===== src/rtl/sev_seg_scan_ctrl.sv =====
// Eight-digit seven-segment scanner: BLANK gap then SHOW slot per digit, round-robin, all outputs registered.
// Register port has one-cycle read latency, no backpressure; writes and reads accepted every cycle.
module sev_seg_scan_ctrl #(
  parameter int DIGIT_CYCLES = 100000,
  parameter int BLANK_CYCLES = 1000
) (
  input  logic        clk,
  input  logic        reset,
  input  logic        i_we,
  input  logic        i_re,
  input  logic [1:0]  i_addr,
  input  logic [31:0] i_wdata,
  output logic [31:0] o_rdata,
  output logic [7:0]  sev_seg_an,
  output logic [6:0]  sev_seg_ca
);

  localparam int MAXC = (DIGIT_CYCLES > BLANK_CYCLES) ? DIGIT_CYCLES : BLANK_CYCLES;
  localparam int CW   = $clog2(MAXC);
  localparam logic [CW-1:0] DIG_LAST = CW'(DIGIT_CYCLES - 1);
  localparam logic [CW-1:0] BLK_LAST = CW'(BLANK_CYCLES - 1);

  typedef enum logic [1:0] {
    S_IDLE  = 2'd0,
    S_BLANK = 2'd1,
    S_SHOW  = 2'd2
  } state_t;

  logic [31:0]   r_data;
  logic [7:0]    r_mask;
  logic          r_en;
  state_t        r_state;
  logic [CW-1:0] r_cnt;
  logic [2:0]    r_idx;
  logic [3:0]    r_sh_nib;
  logic          r_sh_msk;

  logic [3:0]    w_nib;
  logic          w_msk;
  logic [7:0]    w_an_sel;
  logic [31:0]   w_status;

  function automatic logic [6:0] hex7(input logic [3:0] v);
    logic [6:0] s;
    case (v)
      4'h0: s = 7'b1000000;
      4'h1: s = 7'b1111001;
      4'h2: s = 7'b0100100;
      4'h3: s = 7'b0110000;
      4'h4: s = 7'b0011001;
      4'h5: s = 7'b0010010;
      4'h6: s = 7'b0000010;
      4'h7: s = 7'b1111000;
      4'h8: s = 7'b0000000;
      4'h9: s = 7'b0010000;
      4'hA: s = 7'b0001000;
      4'hB: s = 7'b0000011;
      4'hC: s = 7'b1000110;
      4'hD: s = 7'b0100001;
      4'hE: s = 7'b0000110;
      default: s = 7'b0001110;
    endcase
    return s;
  endfunction

  assign w_nib    = r_data[{r_idx, 2'b00} +: 4];
  assign w_msk    = r_mask[r_idx];
  assign w_an_sel = ~(8'd1 << r_idx);
  assign w_status = {28'd0, (r_state == S_SHOW), r_idx};

  // Register port; nonblocking update makes a same-cycle read return the old value.
  always_ff @(posedge clk) begin
    if (reset) begin
      r_data  <= 32'd0;
      r_mask  <= 8'd0;
      r_en    <= 1'b0;
      o_rdata <= 32'd0;
    end else begin
      if (i_we) begin
        case (i_addr)
          2'd0:    r_data <= i_wdata;
          2'd1:    r_mask <= i_wdata[7:0];
          2'd2:    r_en   <= i_wdata[0];
          default: ;
        endcase
      end
      if (i_re) begin
        case (i_addr)
          2'd0:    o_rdata <= r_data;
          2'd1:    o_rdata <= {24'd0, r_mask};
          2'd2:    o_rdata <= {31'd0, r_en};
          default: o_rdata <= w_status;
        endcase
      end
    end
  end

  // Anode/cathode registers are loaded on the same edge as the state change.
  always_ff @(posedge clk) begin
    if (reset) begin
      r_state    <= S_IDLE;
      r_cnt      <= '0;
      r_idx      <= 3'd0;
      r_sh_nib   <= 4'd0;
      r_sh_msk   <= 1'b0;
      sev_seg_an <= 8'hFF;
      sev_seg_ca <= 7'h7F;
    end else if (!r_en) begin
      r_state    <= S_IDLE;
      r_cnt      <= '0;
      r_idx      <= 3'd0;
      sev_seg_an <= 8'hFF;
      sev_seg_ca <= 7'h7F;
    end else begin
      case (r_state)
        S_IDLE: begin
          r_state    <= S_BLANK;
          r_cnt      <= '0;
          sev_seg_an <= 8'hFF;
          sev_seg_ca <= 7'h7F;
        end
        S_BLANK: begin
          if (r_cnt == BLK_LAST) begin
            r_state    <= S_SHOW;
            r_cnt      <= '0;
            r_sh_nib   <= w_nib;
            r_sh_msk   <= w_msk;
            sev_seg_an <= w_msk ? 8'hFF : w_an_sel;
            sev_seg_ca <= hex7(w_nib);
          end else begin
            r_cnt <= r_cnt + CW'(1);
          end
        end
        S_SHOW: begin
          if (r_cnt == DIG_LAST) begin
            r_state    <= S_BLANK;
            r_cnt      <= '0;
            r_idx      <= r_idx + 3'd1;
            sev_seg_an <= 8'hFF;
            sev_seg_ca <= 7'h7F;
          end else begin
            r_cnt      <= r_cnt + CW'(1);
            sev_seg_an <= r_sh_msk ? 8'hFF : w_an_sel;
            sev_seg_ca <= hex7(r_sh_nib);
          end
        end
        default: begin
          r_state    <= S_IDLE;
          r_cnt      <= '0;
          r_idx      <= 3'd0;
          sev_seg_an <= 8'hFF;
          sev_seg_ca <= 7'h7F;
        end
      endcase
    end
  end

endmodule


===== config.mk =====
export PLATFORM = sky130hd
export DESIGN_NAME = sev_seg_scan_ctrl
export DESIGN_NICKNAME = d
export VERILOG_FILES = /design/src/rtl/sev_seg_scan_ctrl.sv
export SDC_FILE = /design/constraint.sdc
export NUM_CORES = 1
export LEC_CHECK = 0
export CORE_MARGIN = 5
export CORE_UTILIZATION = 54
export CTS_CLUSTER_DIAMETER = 60
export CTS_CLUSTER_SIZE = 20
export DETAILED_ROUTE_END_ITERATION = 8
export PLACE_DENSITY = 0.89
export REMOVE_ABC_BUFFERS = 1
export SYNTH_ARGS = -nofsm -noshare
export SYNTH_HDL_FRONTEND = slang
export SYNTH_SLANG_ARGS = --single-unit

===== constraint.sdc =====
create_clock -name clk -period 3.1 [get_ports clk]
set_input_delay 0.775 -clock clk [delete_from_list [all_inputs] [get_ports clk]]
set_output_delay 0.775 -clock clk [all_outputs]
set_load 0.03 [all_outputs]

==> results.json, run 1 <==
{
  "relSlewSlack": 0.333,
  "postSynthCellCount": 664,
  "path_buf_inv": 1,
  "crit_chain": "or4b_4 > or3_4 > nor3_4 > nor2_1 > a211oi_4 > inv_1 > ha_1 > a221o_1",
  "synth_area_leaders": "dfxtp_1 (42%), mux2i_1 (6.2%), nor2_1 (6.1%)",
  "crit_slowest_cell": "or4b_4",
  "yosysWarnings": 0,
  "ys_types": 58,
  "dp_hpwl_um": 10100,
  "drv_slew": 0,
  "diodes": 0,
  "antenna_found_initial": 0,
  "finClkSkew_ps": 8.25,
  "fmax_ghz": 0.335,
  "antenna_left": 0,
  "grt_pass1_vias": 5230,
  "period_minus_slack_ps": 2990,
  "grt.total_usage": 0.243,
  "cp.required_ps": 3500,
  "portBuffers": 84,
  "die_area_um2": 12900,
  "synth-edff-count": 0,
  "slowest_delay_ps": 500,
  "setup_violations": 0,
  "yosysTopAreaCell": "dfxtp_1",
  "multi_input_comb_area_um2": 3120,
  "status": "completed",
  "hold_class": "flip-flop to flip-flop",
  "io_pins": 85,
  "clkTransAtPathRegs_ps": 60,
  "root_buffer": "clkbuf_8",
  "worstSetupEndpointType": "flip-flop",
  "routed_wl_um": 15200,
  "num_rows": 37,
  "async_reset_ff_frac": 0,
  "pwr_density_cell_nw_per_um2": 510,
  "htreeDepth": 4,
  "period_share": 0.963,
  "layout-drive-gt1-share": 0.104,
  "vdd_drop_max_mv": 0.380,
  "grt_setup_unrepaired": "no",
  "syn_area_per_cell_um2": 8.74,
  "worstPathArrival_ps": 3390,
  "firstDrtPassIters": 5,
  "clock_latency_ps": 530,
  "cts_made_buffers": 17,
  "drt_iter0_drc": 370,
  "area_growth_syn_to_layout_pct": 26.3,
  "cts_buffer_depth": 2,
  "area.sequential_um2": 2440,
  "placed_cells": 856,
  "grt_max_degree": 75,
  "crit_fanout": 6,
  "cts_sinks": 122,
  "layout_commonest_cell": "dfxtp_1",
  "setup_tns_ps": 0,
  "core_area_um2": 10400,
  "cp-start-kind": "flip-flop",
  "vias_per_cell": 5.72,
  "drc": 0,
  "synthDominantCellAreaShare": 0.421,
  "synth_flop_cell": "dfxtp_1",
  "grt.overflow.total": 0,
  "drv_cap": 0,
  "final_cell_mix": "dfxtp_1 (122), nor2_1 (94), nand2_1 (91)",
  "synth_seq_area_share": 0.421,
  "avgRoutedWirePerCell_um": 17.1,
  "num-nets-final": 801,
  "worst_pin_slew_ps": 995,
  "fillers": 709,
  "ys_seq_elements": 122,
  "cpLargestDelayFamily": "simple AND/OR/NAND/NOR gates",
  "gp_congestion": 0.926,
  "die_y_um": 114,
  "cts_tree": "built",
  "final_cells": 888,
  "initial_core_util": 0.557,
  "cts_setup_buffers": 0,
  "synthesis.area_um2": 5800,
  "grt_pass1_wl_um": 25200,
  "power.leakage_nw": 2.66,
  "die_x_um": 114,
  "hold_viol": 0,
  "critical_path_class": "flip-flop to flip-flop",
  "vias": 5076
}
[metrics by stage]
| stage | power, mW | util | hold slack (ps) | cell area (um2) | setup slack, ps |
|---|---|---|---|---|---|
| after global routing | 3.85 | 0.703 | 499 | 7330 | 9.13 |
| after detailed placement | 1.84 | 0.647 | 458 | 6740 | 88.0 |
| final | 3.74 | 0.703 | 468 | 7330 | 114 |
| after floorplan | 1.72 | - | 430 | 5620 | 249 |
| after CTS | 3.75 | 0.702 | 470 | 7310 | 65.0 |
| after global placement | 1.83 | 0.647 | 445 | 6740 | 283 |
[report_power, final]
| group | internal [mW] | switching [mW] |
|---|---|---|
| registers | 1.59 | 0.0182 |
| clock network | 1.16 | 0.768 |
| logic | 0.0934 | 0.109 |
[cells in the mapped netlist, drive strengths merged (8+ instances only)]
library cell and n:
clkbuf 28, nor2 94, mux2i 36, dfxtp 122
nor2b 28, ha 24, mux4 11, xnor2 10
nor3 8, a21oi 61, nand2 91, buf 14
o21ai 19, inv 15, nand3 17
[layout make-up]
class                           count  share of cell area
Multi-Input combinational cell    484               0.426
Sequential cell                   122               0.333
Timing Repair Buffer               98               0.130
Clock buffer                       17              0.0565
Tap cell                          136              0.0232
Clock inverter                     15              0.0220
Inverter                           16             0.00888
[registers in the layout (all words and copies together), names as in the netlist, named ones only]
register / cells
r_state: 2
r_data: 32
r_sh_nib: 4
r_cnt: 17
r_sh_msk: 1
o_rdata: 32
sev_seg_ca: 7
r_mask: 8
r_en: 1
sev_seg_an: 8
r_idx: 3
[what timing repair did]
| item | CTS | global route |
|---|---|---|
| endpoints found under the setup margin | 0 | 5 |
| hold buffers | 0 | 0 |
| resized for setup | 0 | 2 |
[path summary, 6_finish.rpt]
check	from	endpoint	slack (ps)	cells past startpoint
worst max-delay path	r_cnt[2]	flip-flop	110	8
worst min-delay path	sev_seg_ca[5]	sev_seg_ca[5]	470	1
worst max register to register	r_cnt[2]	flip-flop	110	8
worst min register to register	sev_seg_ca[5]	sev_seg_ca[5]	470	1
[routing by layer]
layer,GRT usage,vias up,share of wire
met2,0.429,195,0.51
met1,0.281,2404,0.40
li1,-,2432,-
met3,0.0477,45,0.057
met5,0,-,0
met4,0.115,0,0.028
[cells by family after synthesis]
family,after synthesis,share of synthesized area
and+or+nand+nor,273,0.221
DFF,122,0.421
AOI/OAI and AO/OA,119,0.124
buffers and inverters,58,0.0433
muxes,52,0.115
adders and majority gates,24,0.0518
xor gates and xnor gates,16,0.0242
(Power assumes the default switching activity.)
==> inputs of run 2 (changes only) <==
--- a/config.mk
+++ b/config.mk
@@ -6,11 +6,11 @@
 export NUM_CORES = 1
 export LEC_CHECK = 0
 export CORE_MARGIN = 5
-export CORE_UTILIZATION = 54
+export CORE_UTILIZATION = 55
 export CTS_CLUSTER_DIAMETER = 60
 export CTS_CLUSTER_SIZE = 20
 export DETAILED_ROUTE_END_ITERATION = 8
-export PLACE_DENSITY = 0.89
+export PLACE_DENSITY = 0.91
 export REMOVE_ABC_BUFFERS = 1
 export SYNTH_ARGS = -nofsm -noshare
 export SYNTH_HDL_FRONTEND = slang
==> constraint.sdc (replaced) <==
create_clock -name clk -period 3.8 [get_ports clk]
set_input_delay 0.95 -clock clk [delete_from_list [all_inputs] [get_ports clk]]
set_output_delay 0.95 -clock clk [all_outputs]
set_load 0.03 [all_outputs]
==> results.json, run 2 (synthesized netlist as in run 1, its figures left out) <==
{
  "cts_hold_buf": 0,
  "num-nets-final": 796,
  "post-route-util": 0.707,
  "clkTransAtPathRegs_ps": 70,
  "status": "completed",
  "vias": 5223,
  "drv_slew": 0,
  "clock_latency_ps": 530,
  "hp-start": "r_data[22]",
  "final_cell_mix": "dfxtp_1 (122), nor2_1 (94), nand2_1 (91)",
  "cpMostUsedCell": "inv_1",
  "rr_worst_depth": 9,
  "core_area_um2": 10300,
  "crit_start": "r_idx[0]",
  "cts_buffer_depth": 2,
  "cp-start-kind": "flip-flop",
  "cts_made_buffers": 17,
  "fmax_ghz": 0.302,
  "setup_tns_ps": 0,
  "cts_setup_buffers": 0,
  "cp.required_ps": 4220,
  "root_buffer": "clkbuf_8",
  "hold_viol": 0,
  "crit_chain": "buf_4 > mux4_2 > mux2_2 > inv_1 > a211oi_1 > inv_1 > ha_1 > mux2i_1 > a32o_1",
  "antenna_found_initial": 0,
  "worstPathArrival_ps": 3730,
  "gp_congestion": 0.876,
  "cts_tree": "built",
  "grt_setup_unrepaired": "no",
  "period_share": 0.872,
  "worst_pin_slew_ps": 995,
  "io_pins": 85,
  "die_area_um2": 12700,
  "period_minus_slack_ps": 3310,
  "antenna_left": 0,
  "slowest_delay_ps": 770,
  "crit_fanout": 12,
  "drt_iter0_drc": 428,
  "crit_slowest_cell": "a211oi_1",
  "dp_hpwl_um": 9740,
  "rrSetupSlack_ps": 490,
  "grt.overflow.total": 0,
  "multi_input_comb_area_um2": 3110,
  "hold_class": "flip-flop to flip-flop",
  "num_rows": 37,
  "grt_max_degree": 75,
  "cts_resized": 0,
  "fillers": 677,
  "portBuffers": 84,
  "die_x_um": 113,
  "area_growth_syn_to_layout_pct": 25.9,
  "grt.total_usage": 0.243,
  "critical_path_class": "flip-flop to flip-flop",
  "finClkSkew_ps": 7.04,
  "layout-drive-gt1-share": 0.0964,
  "routed_wl_um": 15500,
  "power.leakage_nw": 2.64,
  "avgRoutedWirePerCell_um": 17.5,
  "pwr_density_cell_nw_per_um2": 431,
  "cts_sinks": 122,
  "vias_per_cell": 5.92,
  "drv_cap": 0,
  "relSlewSlack": 0.333,
  "vdd_drop_max_mv": 0.454,
  "firstDrtPassIters": 6,
  "worstSetupEndpointType": "flip-flop",
  "area.sequential_um2": 2440,
  "setup_violations": 0,
  "initial_core_util": 0.562,
  "layout_commonest_cell": "dfxtp_1",
  "grt_pass1_wl_um": 25300,
  "r2r_start": "r_idx[0]",
  "reg_top3": "o_rdata: 32 flops, r_data: 32 flops, r_cnt: 17 flops",
  "drc": 0,
  "die_y_um": 113,
  "diodes": 0,
  "grt_pass1_vias": 5249,
  "htreeDepth": 4
}
==> run 2: changes by cell type in the layout (fill, tap and decap cells not counted), sizes merged <==
cell	previous run	this run
buf	15	10
inv	22	20
bufinv	2	3
clkbuf	17	18
clkinv	6	5
clkinvlp	1	2
==> run 2: routing by layer <==
layer / vias up / wire, um / track usage
met3: 51 / 928 / 0.0476
met1: 2503 / 6170 / 0.283
met4: 0 / 530 / 0.107
met5: - / 0 / 0
met2: 251 / 7840 / 0.434
li1: 2418 / - / -
==> run 2: worst min-delay path by stage <==
stage                     slack, ps          to  depth (start not counted)
after CTS                       470  r_data[11]                          2
after global placement          450    r_cnt[0]                          1
final                           470  r_data[22]                          2
after floorplan                 430    r_cnt[0]                          1
after detailed placement        460   r_data[5]                          2
after global routing            490  r_data[23]                          2
==> run 2: worst max-delay path, delay by kind of cell, from the launching register on <==
kind / cells / cell delay [ps]
flip-flops: 1 / 540
multiplexers: 3 / 540
buffers and inverters: 3 / 710
AO/OA/AOI/OAI: 2 / 1030
adder cells (fa/ha/maj): 1 / 380
==> run 2: report_power, final <==
group | internal (mW) | total, mW | switching (mW)
Sequential | 1.30 | 1.31 | 0.0151
Combinational | 0.0742 | 0.162 | 0.0880
Clock | 1.03 | 1.68 | 0.643
Total | 2.40 | 3.15 | 0.746
==> run 2: stage by stage <==
| step | std cells | area, um2 | hold WS (ps) | total power [mW] | worst slack, ps |
|---|---|---|---|---|---|
| finish | 883 | 7300 | 474 | 3.15 | 488 |
| floorplan | 622 | 5620 | 430 | 1.40 | 949 |
| global placement | 851 | 6690 | 446 | 1.49 | 843 |
| CTS | 883 | 7300 | 474 | 3.15 | 585 |
| global route | 883 | 7300 | 494 | 3.23 | 309 |
| detailed placement | 851 | 6690 | 465 | 1.50 | 707 |
==> run 2: cell type report <==
class                      instances  area share
tap                              136      0.0233
multi-input combinational        484       0.426
sequential                       122       0.334
inverter                          16     0.00891
timing repair buffer              93       0.124
clock buffer                      18      0.0586
clock inverter                    14      0.0255
